==> config.mk <==
export PLATFORM = sky130hd
export DESIGN_NAME = ifm_window_gen_flat
export DESIGN_NICKNAME = d
export VERILOG_FILES = /design/src/rtl/ifm_window_gen_if.sv /design/src/rtl/ifm_window_gen.sv /design/src/flat_wrapper.sv
export SDC_FILE = /design/constraint.sdc
export NUM_CORES = 1
export LEC_CHECK = 0
export ABC_AREA = 1
export CORE_AREA = 5 5 212 214
export CTS_CLUSTER_SIZE = 14
export DETAILED_ROUTE_END_ITERATION = 6
export DIE_AREA = 0 0 217 219
export GPL_TIMING_DRIVEN = 0
export PLACE_DENSITY_LB_ADDON = 0.12
export SYNTH_ARGS = -nofsm -noshare
export SYNTH_HDL_FRONTEND = slang
export SYNTH_SLANG_ARGS = --single-unit
==> constraint.sdc <==
create_clock -name clk -period 4.6 [get_ports clk]
set_clock_uncertainty 0.05 [all_clocks]
set_input_delay 0.46 -clock clk [delete_from_list [all_inputs] [get_ports clk]]
set_output_delay 0.46 -clock clk [all_outputs]
set_load 0.1 [all_outputs]
==> src/rtl/ifm_window_gen_if.sv <==
// ---------------------------------------------------------------------------
// ifm_window_gen_if
// Pixel-stream / window bus between a raster pixel source and the 3x3 window
// generator.
//   stall        : downstream freeze (source -> generator)
//   clear        : synchronous frame abort (source -> generator)
//   pixel_in     : raster-order pixel byte
//   pixel_valid  : pixel_in is valid
//   pixel_ready  : generator can accept (combinational !stall)
//   ifm_window   : nine window bytes, index 3*r + c, [8] newest pixel
//   window_valid : ifm_window holds a complete window
//   frame_done   : one-cycle pulse on the last window of a frame
// master = pixel source / downstream side, slave = window generator.
// ---------------------------------------------------------------------------
interface ifm_window_gen_if;
  logic            stall;
  logic            clear;
  logic [7:0]      pixel_in;
  logic            pixel_valid;
  logic            pixel_ready;
  logic [8:0][7:0] ifm_window;
  logic            window_valid;
  logic            frame_done;

  modport master (
    output stall, clear, pixel_in, pixel_valid,
    input  pixel_ready, ifm_window, window_valid, frame_done
  );

  modport slave (
    input  stall, clear, pixel_in, pixel_valid,
    output pixel_ready, ifm_window, window_valid, frame_done
  );
endinterface

==> src/rtl/ifm_window_gen.sv <==
// ---------------------------------------------------------------------------
// ifm_window_gen
// Builds 3x3 "valid" convolution windows from a raster-order byte stream.
// Two line buffers hold the previous two rows; a 3x3 shift window advances on
// every accepted pixel. All state freezes under stall; clear aborts a frame.
// Ports:
//   clk    : rising-edge clock
//   rst    : asynchronous active-low reset
//   io_win : window bus (slave side), see ifm_window_gen_if
// ---------------------------------------------------------------------------
module ifm_window_gen #(
  parameter int IMG_W = 32,
  parameter int IMG_H = 32
) (
  input  logic              clk,
  input  logic              rst,
  ifm_window_gen_if.slave   io_win
);

  localparam int CW = $clog2(IMG_W);
  localparam int RW = $clog2(IMG_H);

  localparam logic [CW-1:0] COL_LAST = CW'(IMG_W - 1);
  localparam logic [CW-1:0] COL_TWO  = CW'(2);
  localparam logic [CW-1:0] COL_ONE  = CW'(1);
  localparam logic [RW-1:0] ROW_LAST = RW'(IMG_H - 1);
  localparam logic [RW-1:0] ROW_TWO  = RW'(2);
  localparam logic [RW-1:0] ROW_ONE  = RW'(1);

  logic [CW-1:0]   r_col;
  logic [RW-1:0]   r_row;
  logic [7:0]      r_lb0 [IMG_W];   // row-2
  logic [7:0]      r_lb1 [IMG_W];   // row-1
  logic [8:0][7:0] r_win;
  logic            r_win_valid;
  logic            r_frame_done;

  logic            w_accept;
  logic [7:0]      w_lb0_rd;
  logic [7:0]      w_lb1_rd;

  // clear is folded in here so neither buffers nor window move on an abort.
  assign w_accept = io_win.pixel_valid && !io_win.stall && !io_win.clear;
  assign w_lb0_rd = r_lb0[r_col];
  assign w_lb1_rd = r_lb1[r_col];

  assign io_win.pixel_ready  = !io_win.stall;
  assign io_win.ifm_window   = r_win;
  assign io_win.window_valid = r_win_valid;
  assign io_win.frame_done   = r_frame_done;

  // Position counters plus window_valid / frame_done flags.
  always_ff @(posedge clk or negedge rst) begin
    if (!rst) begin
      r_col        <= {CW{1'b0}};
      r_row        <= {RW{1'b0}};
      r_win_valid  <= 1'b0;
      r_frame_done <= 1'b0;
    end else if (io_win.clear) begin
      r_col        <= {CW{1'b0}};
      r_row        <= {RW{1'b0}};
      r_win_valid  <= 1'b0;
      r_frame_done <= 1'b0;
    end else if (io_win.stall) begin
      // freeze together with the downstream stage
    end else if (w_accept) begin
      // Flags use the position of the pixel being accepted (pre-increment).
      r_win_valid  <= (r_row >= ROW_TWO) && (r_col >= COL_TWO);
      r_frame_done <= (r_row == ROW_LAST) && (r_col == COL_LAST);
      if (r_col == COL_LAST) begin
        r_col <= {CW{1'b0}};
        r_row <= (r_row == ROW_LAST) ? {RW{1'b0}} : r_row + ROW_ONE;
      end else begin
        r_col <= r_col + COL_ONE;
      end
    end else begin
      r_win_valid  <= 1'b0;
      r_frame_done <= 1'b0;
    end
  end

  // Line buffers: old values were read combinationally above, so the write
  // below is naturally read-before-write at the same address. Not reset:
  // rows 0-1 of every frame never produce a valid window.
  always_ff @(posedge clk) begin
    if (w_accept) begin
      r_lb0[r_col] <= w_lb1_rd;
      r_lb1[r_col] <= io_win.pixel_in;
    end
  end

  // 3x3 shift window: each row moves left, new column 2 from buffers/pixel.
  always_ff @(posedge clk or negedge rst) begin
    if (!rst) begin
      r_win <= '0;
    end else if (w_accept) begin
      r_win[0] <= r_win[1];
      r_win[1] <= r_win[2];
      r_win[2] <= w_lb0_rd;
      r_win[3] <= r_win[4];
      r_win[4] <= r_win[5];
      r_win[5] <= w_lb1_rd;
      r_win[6] <= r_win[7];
      r_win[7] <= r_win[8];
      r_win[8] <= io_win.pixel_in;
    end else begin
      r_win <= r_win;
    end
  end

endmodule
==> src/flat_wrapper.sv <==
// flat-port wrapper written by rule: the top's interface ports become plain ports
module ifm_window_gen_flat 
#(
  parameter int IMG_W = 32,
  parameter int IMG_H = 32
)
  (clk, rst, io_win_stall, io_win_clear, io_win_pixel_in, io_win_pixel_valid, io_win_pixel_ready, io_win_ifm_window, io_win_window_valid, io_win_frame_done);
  ifm_window_gen_if io_win_i ();
  input  logic clk;
  input  logic rst;
  input wire logic [$bits(io_win_i.stall)-1:0] io_win_stall;
  input wire logic [$bits(io_win_i.clear)-1:0] io_win_clear;
  input wire logic [$bits(io_win_i.pixel_in)-1:0] io_win_pixel_in;
  input wire logic [$bits(io_win_i.pixel_valid)-1:0] io_win_pixel_valid;
  output wire logic [$bits(io_win_i.pixel_ready)-1:0] io_win_pixel_ready;
  output wire logic [$bits(io_win_i.ifm_window)-1:0] io_win_ifm_window;
  output wire logic [$bits(io_win_i.window_valid)-1:0] io_win_window_valid;
  output wire logic [$bits(io_win_i.frame_done)-1:0] io_win_frame_done;
  assign io_win_i.stall = io_win_stall;
  assign io_win_i.clear = io_win_clear;
  assign io_win_i.pixel_in = io_win_pixel_in;
  assign io_win_i.pixel_valid = io_win_pixel_valid;
  assign io_win_pixel_ready = io_win_i.pixel_ready;
  assign io_win_ifm_window = io_win_i.ifm_window;
  assign io_win_window_valid = io_win_i.window_valid;
  assign io_win_frame_done = io_win_i.frame_done;
  ifm_window_gen #(.IMG_W(IMG_W), .IMG_H(IMG_H)) u_core (.clk(clk), .rst(rst), .io_win(io_win_i));
endmodule
==> results of run 1 <==
## state kept, by name, indices dropped and copies added (netlist names)
signal / flops
u_core.io_win.frame_done: 1
u_core.io_win.ifm_window: 72
u_core.io_win.window_valid: 1
u_core.r_col: 5
u_core.r_lb0: 256
u_core.r_lb1: 256
u_core.r_row: 5
## cell usage after synthesis
library cell | instances | area share [%]
nand2_1 | 988 | 15
edfxtp_1 | 512 | 61
inv_1 | 354 | 5.3
nand3_1 | 187 | 3.7
nor2_1 | 113 | 1.7
o21ai_0 | 88 | 1.7
dfrtp_1 | 84 | 8.3
buf_2 | 80 | 1.6
clkbuf_1 | 18 | 0.27
a21oi_1 | 17 | 0.34
ha_1 | 8 | 0.40
or2_2 | 8 | 0.20
buf_4 | 7 | 0.21
buf_6 | 5 | 0.22
nor2_2 | 4 | 0.099
nor3_2 | 4 | 0.16
inv_2 | 3 | 0.045
nor3_1 | 3 | 0.059
inv_4 | 2 | 0.049
o21ai_1 | 2 | 0.040
clkinv_1 | 1 | 0.015
nand2_2 | 1 | 0.025
nand3_2 | 1 | 0.040
nand4_1 | 1 | 0.025
o211ai_1 | 1 | 0.030
o31ai_1 | 1 | 0.030
o41ai_1 | 1 | 0.035
xor2_1 | 1 | 0.035
## logic make-up after synthesis
logic type / share of synthesized area [%]
flip-flops: 69.08
AO/OA/AOI/OAI: 2.211
XOR/XNOR: 0.03463
buffers and inverters: 7.641
adder cells (fa/ha/maj): 0.3957
AND/OR/NAND/NOR: 20.64
## per-layer routing
layer	up-vias	global-route usage (%)
met5	-	0
met4	0	10.91
met3	167	4.842
met2	772	47.79
met1	8481	37.90
li1	8315	-
## critical path, stage by stage, from the launching register on
cell and delay (ns):
dfrtp_1 0.37, buf_2 0.21, buf_2 0.36, clkbuf_1 0.48, nand2_1 0.10, nand2_1 0.08
nand2_1 0.08, nand2_1 0.16, nor2_1 0.07, nand2_1 0.93
## cell type report
cell class,instances,area (µm²)
multi-input combinational,1429,5979
timing repair buffer,120,1380
inverter,360,1356
buffer,110,576.8
clock buffer,81,1638
tap,546,683.2
clock inverter,25,143.9
sequential,596,17480
fill,3198,13460
## where the power goes
part           switching (W)  internal (W)  total (W)
combinational        0.00167      0.000430    0.00210
clock                0.00196       0.00252    0.00449
sequential         0.0000958       0.00607    0.00616
total                0.00373       0.00902     0.0128
## per-stage QoR
stage	power [W]	util (%)	setup WS (ns)	instance area [µm²]	hold WS [ns]
final	0.01275	68.47	1.322	29230	0.2131
after global routing	0.01315	68.47	1.145	29230	0.1917
after CTS	0.01280	68.45	1.122	29230	0.1566
after detailed placement	0.008376	64.26	1.103	27440	0.2594
after global placement	0.008337	62.89	0.1722	26850	0.4060
after floorplan	0.007720	-	1.534	25300	0.1144
## path summary, 6_finish.rpt
check	startpoint	end	slack, ns	depth (start not counted)
setup / recovery	u_core.r_col[1]	u_core.r_lb0[7][7]	1.32	9
hold / removal	rst	u_core.io_win.ifm_window[32]	0.21	2
setup reg to reg	u_core.r_col[1]	u_core.r_lb0[7][7]	1.32	9
hold reg to reg	u_core.io_win.ifm_window[50]	u_core.io_win.ifm_window[50]	0.42	2
max in group asynchronous	rst	u_core.r_col[3]	3.69	3
min in group clk	io_win_pixel_in[7]	u_core.io_win.ifm_window[71]	0.40	3
## timing repair
item / CTS / global route
setup endpoints to repair: 0 / 0
hold buffers: 1 / 0
hold endpoints to repair: 84 / 0
==> results.json, run 1 <==
{
  "area_delta_synth_final_pct": 15.55,
  "dp_cells": 3159,
  "post_cts_resized": 0,
  "status": "finished, final reports clean",
  "clk_pin_slew_ns": 0.06,
  "ys_ff_latch": 596,
  "finalWeightedCongestion": 0.9069,
  "yosysWarnings": 0,
  "finalHoldViolCount": 0,
  "first_global_vias": 17345,
  "post-dp-hpwl_um": 45180,
  "cts_max_level": 2,
  "dr.pass1.iters": 6,
  "viasPerCell": 5.429,
  "tns_ns": 0,
  "ir_drop_uv": 339.9,
  "clockBufferDepth": 3,
  "worstMarginPinSlew_ns": 1.314,
  "dr_wl_met2_um": 33120,
  "syn_nets": 2516,
  "antenna_found_initial": 0,
  "cp_max_fo": 33,
  "final_antenna_net_count": 0,
  "avgSynthCellArea_um2": 10.14,
  "fin_crit_ns": 3.278,
  "synth_cell_type_count": 28,
  "rsz0062_at_grt": "no",
  "final-setup-viol-count": 0,
  "design.core.area_um2": 42700,
  "post_cts_buffers": 0,
  "cp.arrival_ns": 3.46,
  "p_per_area_nw_per_um2": 436.3,
  "slew_violations": 0,
  "final_cell_mix": "nand2_1, edfxtp_1, inv_1",
  "cts_tree": "built",
  "cts_buffers": 57,
  "rows": 76,
  "track_usage_pct": 28.52,
  "highest_layer": "met4",
  "cts.sinks": 596,
  "cts-root-buf": "clkbuf_16",
  "wl_per_cell_um": 20.72,
  "hold_path_class": "input port to asynchronous set/reset pin",
  "fin_cells": 3267,
  "die_y_um": 219,
  "drt-total-wl_um": 67690,
  "worstSetupEndpointType": "flop",
  "wl_met3_um": 5566,
  "drive_gt1_share_pct": 9.923,
  "ioPinCount": 88,
  "cap_violations": 0,
  "worstSetupPathType": "flop to flop",
  "fin_nets": 2695,
  "via_count": 17735,
  "required_ns": 4.78,
  "start_kind": "flop",
  "wl_met1_um": 26220,
  "grt_max_degree": 75,
  "die_x_um": 217,
  "slew_headroom_pct": 12.12,
  "drc": 0,
  "die_area_um2": 47520,
  "final_common_cell": "nand2_1",
  "grt_overflow": 0,
  "grt_pass1_wl_um": 101700,
  "drt_iter0_markers": 1776,
  "port_buffers": 87,
  "diodes": 0,
  "clock_latency_ns": 0.61,
  "fmax_ghz": 0.3051,
  "power_leakage_nw": 12.67,
  "synthCells": 2495,
  "final.period_utilization_pct": 71.25,
  "syn_area_um2": 25300,
  "yosysSeqAreaShare_pct": 69.08,
  "start_util_pct": 59.25
}
No activity file was read; power rests on OpenSTA's default activity.
==> run 2, diff against run 1 <==
Settings changed: CORE_AREA 5 5 212 214 to 5 5 221 223, DIE_AREA 0 0 217 219 to 0 0 226 228.
Clock period 4.6 ns to 2.7 ns, I/O delays scaled along.
==> run 2 against run 1 <==
Sequential power increased by 70%. Flip-flop and latch count unchanged. Total power rose by 76%. Non-clock buffer count increased by 24. Largest cell class unchanged. Highest routed layer unchanged.
==> results.json, run 2 (synthesis results as in run 1) <==
{
  "status": "finished, final reports clean",
  "power_leakage_nw": 12.94,
  "worstMarginPinSlew_ns": 1.323,
  "final-setup-viol-count": 0,
  "grt_max_degree": 75,
  "n_fill_cell": 3589,
  "dr.pass1.iters": 5,
  "ioPinCount": 88,
  "final_cell_mix": "nand2_1, edfxtp_1, inv_1",
  "first_global_vias": 17623,
  "fmax_ghz": 0.3744,
  "rr_worst_depth": 6,
  "via_count": 17770,
  "grt_pass1_wl_um": 104800,
  "cts_max_level": 2,
  "worstSetupEndpointType": "flop",
  "ir_drop_uv": 692.8,
  "drive_gt1_share_pct": 11.24,
  "start_util_pct": 54.57,
  "cts_tree": "built",
  "viasPerCell": 5.293,
  "clockBufferDepth": 3,
  "die_y_um": 228,
  "drt-total-wl_um": 69310,
  "clk_pin_slew_ns": 0.06,
  "fin_crit_ns": 2.671,
  "cts_buffers": 60,
  "finalHoldViolCount": 0,
  "final.period_utilization_pct": 98.93,
  "final_antenna_net_count": 0,
  "cts-root-buf": "clkbuf_16",
  "grt_overflow": 0,
  "rsz0062_at_grt": "yes",
  "worstSetupPathType": "flop to flop",
  "wl_per_cell_um": 20.65,
  "drc": 0,
  "clock_latency_ns": 0.62,
  "cp.arrival_ns": 2.95,
  "rows": 79,
  "cts.sinks": 596,
  "cp_max_fo": 10,
  "area_delta_synth_final_pct": 18.66,
  "die_area_um2": 51530,
  "final_util_pct": 64.76,
  "track_usage_pct": 26.90,
  "dp_cells": 3215,
  "design.core.area_um2": 46360,
  "drt_iter0_markers": 1879,
  "cap_violations": 0,
  "required_ns": 2.98,
  "final_common_cell": "nand2_1",
  "port_buffers": 87,
  "p_per_area_nw_per_um2": 747.9,
  "slew_headroom_pct": 11.50,
  "start_kind": "flop",
  "hold_path_class": "input port to asynchronous set/reset pin",
  "antenna_found_initial": 0,
  "fin_nets": 2722,
  "post-dp-hpwl_um": 45570,
  "finalWeightedCongestion": 0.8881,
  "fin_cells": 3357,
  "die_x_um": 226,
  "diodes": 0,
  "slew_violations": 0
}
run 2: path summary, 6_finish.rpt:
check	slack (ns)	startpoint	to
worst max register to register	0.03	u_core.r_col[4]	u_core.r_lb1[23][1]
worst min-delay path	0.16	rst	u_core.io_win.ifm_window[35]
worst max-delay path	0.03	u_core.r_col[4]	u_core.r_lb1[23][1]
min in group clk	0.20	io_win_pixel_in[2]	u_core.io_win.ifm_window[66]
max in group asynchronous	1.64	rst	u_core.io_win.ifm_window[41]
worst min register to register	0.42	u_core.io_win.ifm_window[50]	u_core.io_win.ifm_window[50]
run 2: final cells by class:
cell class,instances,area (µm²),area share [%]
repair buffers,144,1633,5.439
well taps,607,759.5,2.530
inverters,360,1356,4.518
multi-input cells,1429,6216,20.71
flip-flops and latches,596,17480,58.21
clock inverters,36,326.6,1.088
clock buffers,75,1670,5.564
plain buffers,110,583.1,1.942
run 2: critical path, stage by stage, from the launching register on:
cell and delay (ns):
dfrtp_1 0.54, inv_2 0.13, nor3_2 0.60, buf_6 0.26
inv_1 0.21, nor2_4 0.38, buf_8 0.20
run 2: through the flow:
stage	setup TNS [ns]	hold WS [ns]	worst slack [ns]	cell area, µm²	total power [W]
after detailed placement	-358.28	0.07233	-0.8637	27440	0.01427
after CTS	-0.2083	0.1529	-0.02489	29960	0.02256
after global routing	-0.2238	0.1750	-0.02318	30020	0.02315
after floorplan	-74.13	-0.07559	-0.1759	25310	0.01315
after global placement	-781.35	0.4068	-1.553	26940	0.01422
final	0	0.1600	0.02880	30020	0.02245
run 2: what timing repair did:
action / 4_1_cts / 5_1_grt
buffers inserted: 28 / 0
hold buffers: 2 / 0
pin swaps: 16 / 2
hold endpoints to repair: 84 / 0
gates resized for setup: 44 / 12
endpoints found under the setup margin: 614 / 247
run 2: where the power goes:
part | switching (W) | internal (W)
Clock | 0.00344 | 0.00492
Combinational | 0.00287 | 0.000740
Sequential | 0.000159 | 0.0103
Total | 0.00646 | 0.0160
run 2: per-layer routing:
layer | part of all wire (%) | vias up | wire length, µm | GRT usage, %
li1 | - | 8374 | - | -
met2 | 48 | 757 | 33250 | 43.62
met1 | 39 | 8481 | 27120 | 36.61
met3 | 8.7 | 158 | 6045 | 4.521
met4 | 4.2 | 0 | 2897 | 10.69
met5 | 0 | - | 0 | 0
==> edit: new RTL, flow settings as in run 2 <==
`IMG_H` is set to 32 in 2 places; all go to 64.
--- a/src/rtl/ifm_window_gen.sv
+++ b/src/rtl/ifm_window_gen.sv
@@ -10,7 +10,7 @@
 // ---------------------------------------------------------------------------
 module ifm_window_gen #(
   parameter int IMG_W = 32,
-  parameter int IMG_H = 32
+  parameter int IMG_H = 64
 ) (
   input  logic              clk,
   input  logic              rst,
--- a/src/flat_wrapper.sv
+++ b/src/flat_wrapper.sv
@@ -2,7 +2,7 @@
 module ifm_window_gen_flat 
 #(
   parameter int IMG_W = 32,
-  parameter int IMG_H = 32
+  parameter int IMG_H = 64
 )
   (clk, rst, io_win_stall, io_win_clear, io_win_pixel_in, io_win_pixel_valid, io_win_pixel_ready, io_win_ifm_window, io_win_window_valid, io_win_frame_done);
   ifm_window_gen_if io_win_i ();
Formal check against the unedited RTL: same outputs for any inputs over 4 cycles, from zero or initial values and one cycle with rst low; that may be too few to reach the edited logic, so the function may still have changed.
==> edit against run 2 <==
  * The run now ends with setup timing left
  * Hold slack improved by 48 ps
  * Synthesized area increased by 0.31%
  * Setup slack got worse by 57 ps
  * Routed wire length decreased by 2.0%
  * Core utilization decreased by 0.12 points
  * Via count increased by 1.3%
  * Cell area decreased by 0.19%
  * Sequential cell count increased by 1
  * Final cell count increased by 0.48%
  * Total power decreased by 2.0%
  * Critical endpoint is now u_core.r_lb0[23][5]$_DFFE_PP_
==> edit: results (changes against run 2) <==
Critical path
  – CP Launch Point: io_win_stall
  – CP peak stage delay: 690 ps (+90 ps)
  – Worst setup path endpoint: u_core.r_lb0[23][5]$_DFFE_PP_
  – Worst path slowest cell: nor2_2
  – Crit path DAT: 3000 ps (+50 ps)

Cells and area
  – Post-route cell area: 29960 um2 (-0.19%)
  – Final Net Count: 2734 (+0.44%)

Run status
  – Failing checks: setup timing
  – Outcome: finished, violations left

Place
  – Estimated wirelength of the detail-placed design: 44350 um (-2.7%)
  – Setup slack at placement: -783.5 ps (+80.17 ps)
  – Inst Count DP: 3222 (+0.22%)

Route
  – Drt total wl: 67940 um (-2.0%)
  – First-pass DRT Iterations: 6 (+1)
  – DR iter-0 viols: 2191 (+17%)
  – Via Count: 18000 (+1.3%)

Logic synthesis
  – Synth Area in XOR/XNOR: 0 (-0.0003462)
  – Post-Synth Adder-Cell Area: 0.003451 (-0.0005051)
  – Syn_area_per_cell: 10.14 um2 (about the same)
  – Fraction of registers with async set/reset: 0.1424 (+0.001439)
  – Commonest cells post-synth: nand2_1, edfxtp_1, inv_1
  – Seq/Total Area, Yosys: 0.6897 (-0.001126)

Hold path
  – Worst hold path type: primary input to register

GRT
  – Total GRT Usage: 0.2586 (-0.01038)
  – Vias in the first global route: 17320 (-1.7%)
  – First-pass GRT wire length: 102000 um (-2.7%)

Pwr
  – Peak VDD IR: 0.6999 mV (+1.0%)
  – Lkg Pwr: 12.94 nW (about the same)

Timing
  – Worst-margin pin slew: 1004 ps (-319.0 ps)
  – Final worst slack: -28.39 ps (-57.20 ps)
  – Worst hold slack: 208.1 ps (+48.09 ps)
  – Setup violations, final: 16 (+16)
## edit: changes by cell type in the layout (fill, tap and decap cells not counted), sizes merged, moves of 3 or more
cell,change
inv,+3
clkdlybuf4s50,-3
buf,+9
clkinv,-6
bufinv,-5
nor2,+4
clkbuf,+9
o21ai,+4
## edit: what timing repair did
| action | 4_1_cts | 5_1_grt |
|---|---|---|
| resized for setup | 31 | 21 |
| endpoints found under the hold margin | 85 | 0 |
| cloned | 0 | 2 |
| endpoints found under the setup margin | 622 | 335 |
| pin swaps | 12 | 14 |
| hold buffers | 3 | 0 |
| setup buffers | 18 | 14 |
## edit: logic make-up after synthesis
group / after synthesis
AND/OR/NAND/NOR: 1315
adder cells (fa/ha/maj): 7
flip-flops: 597
buffers and inverters: 471
AO/OA/AOI/OAI: 113
## edit: worst reg2reg max path: stages (launching register included)
cell and delay, ps:
dfrtp_1 480, nand2_1 120, nor2_2 380, buf_2 350
inv_1 220, nor2_2 540, buf_8 240
## edit: final cells by class
cell class | count | area share
Buffer | 110 | 0.02038
Clock buffer | 88 | 0.05733
Clock inverter | 26 | 0.005178
Inverter | 361 | 0.04539
Multi-Input combinational cell | 1437 | 0.2081
Sequential cell | 597 | 0.5841
Tap cell | 607 | 0.02535
Timing Repair Buffer | 147 | 0.05416
## edit: metal layers
| layer | track usage | up-vias | share of wire |
|---|---|---|---|
| li1 | - | 8408 | - |
| met1 | 0.3752 | 8604 | 0.41 |
| met2 | 0.4089 | 853 | 0.46 |
| met3 | 0.04765 | 137 | 0.093 |
| met4 | 0.06733 | 0 | 0.032 |
| met5 | 0 | - | 0 |
## edit: power breakdown
group / switching, W / internal, W
registers: 0.000160 / 0.0103
clock network: 0.00342 / 0.00449
logic: 0.00285 / 0.000745
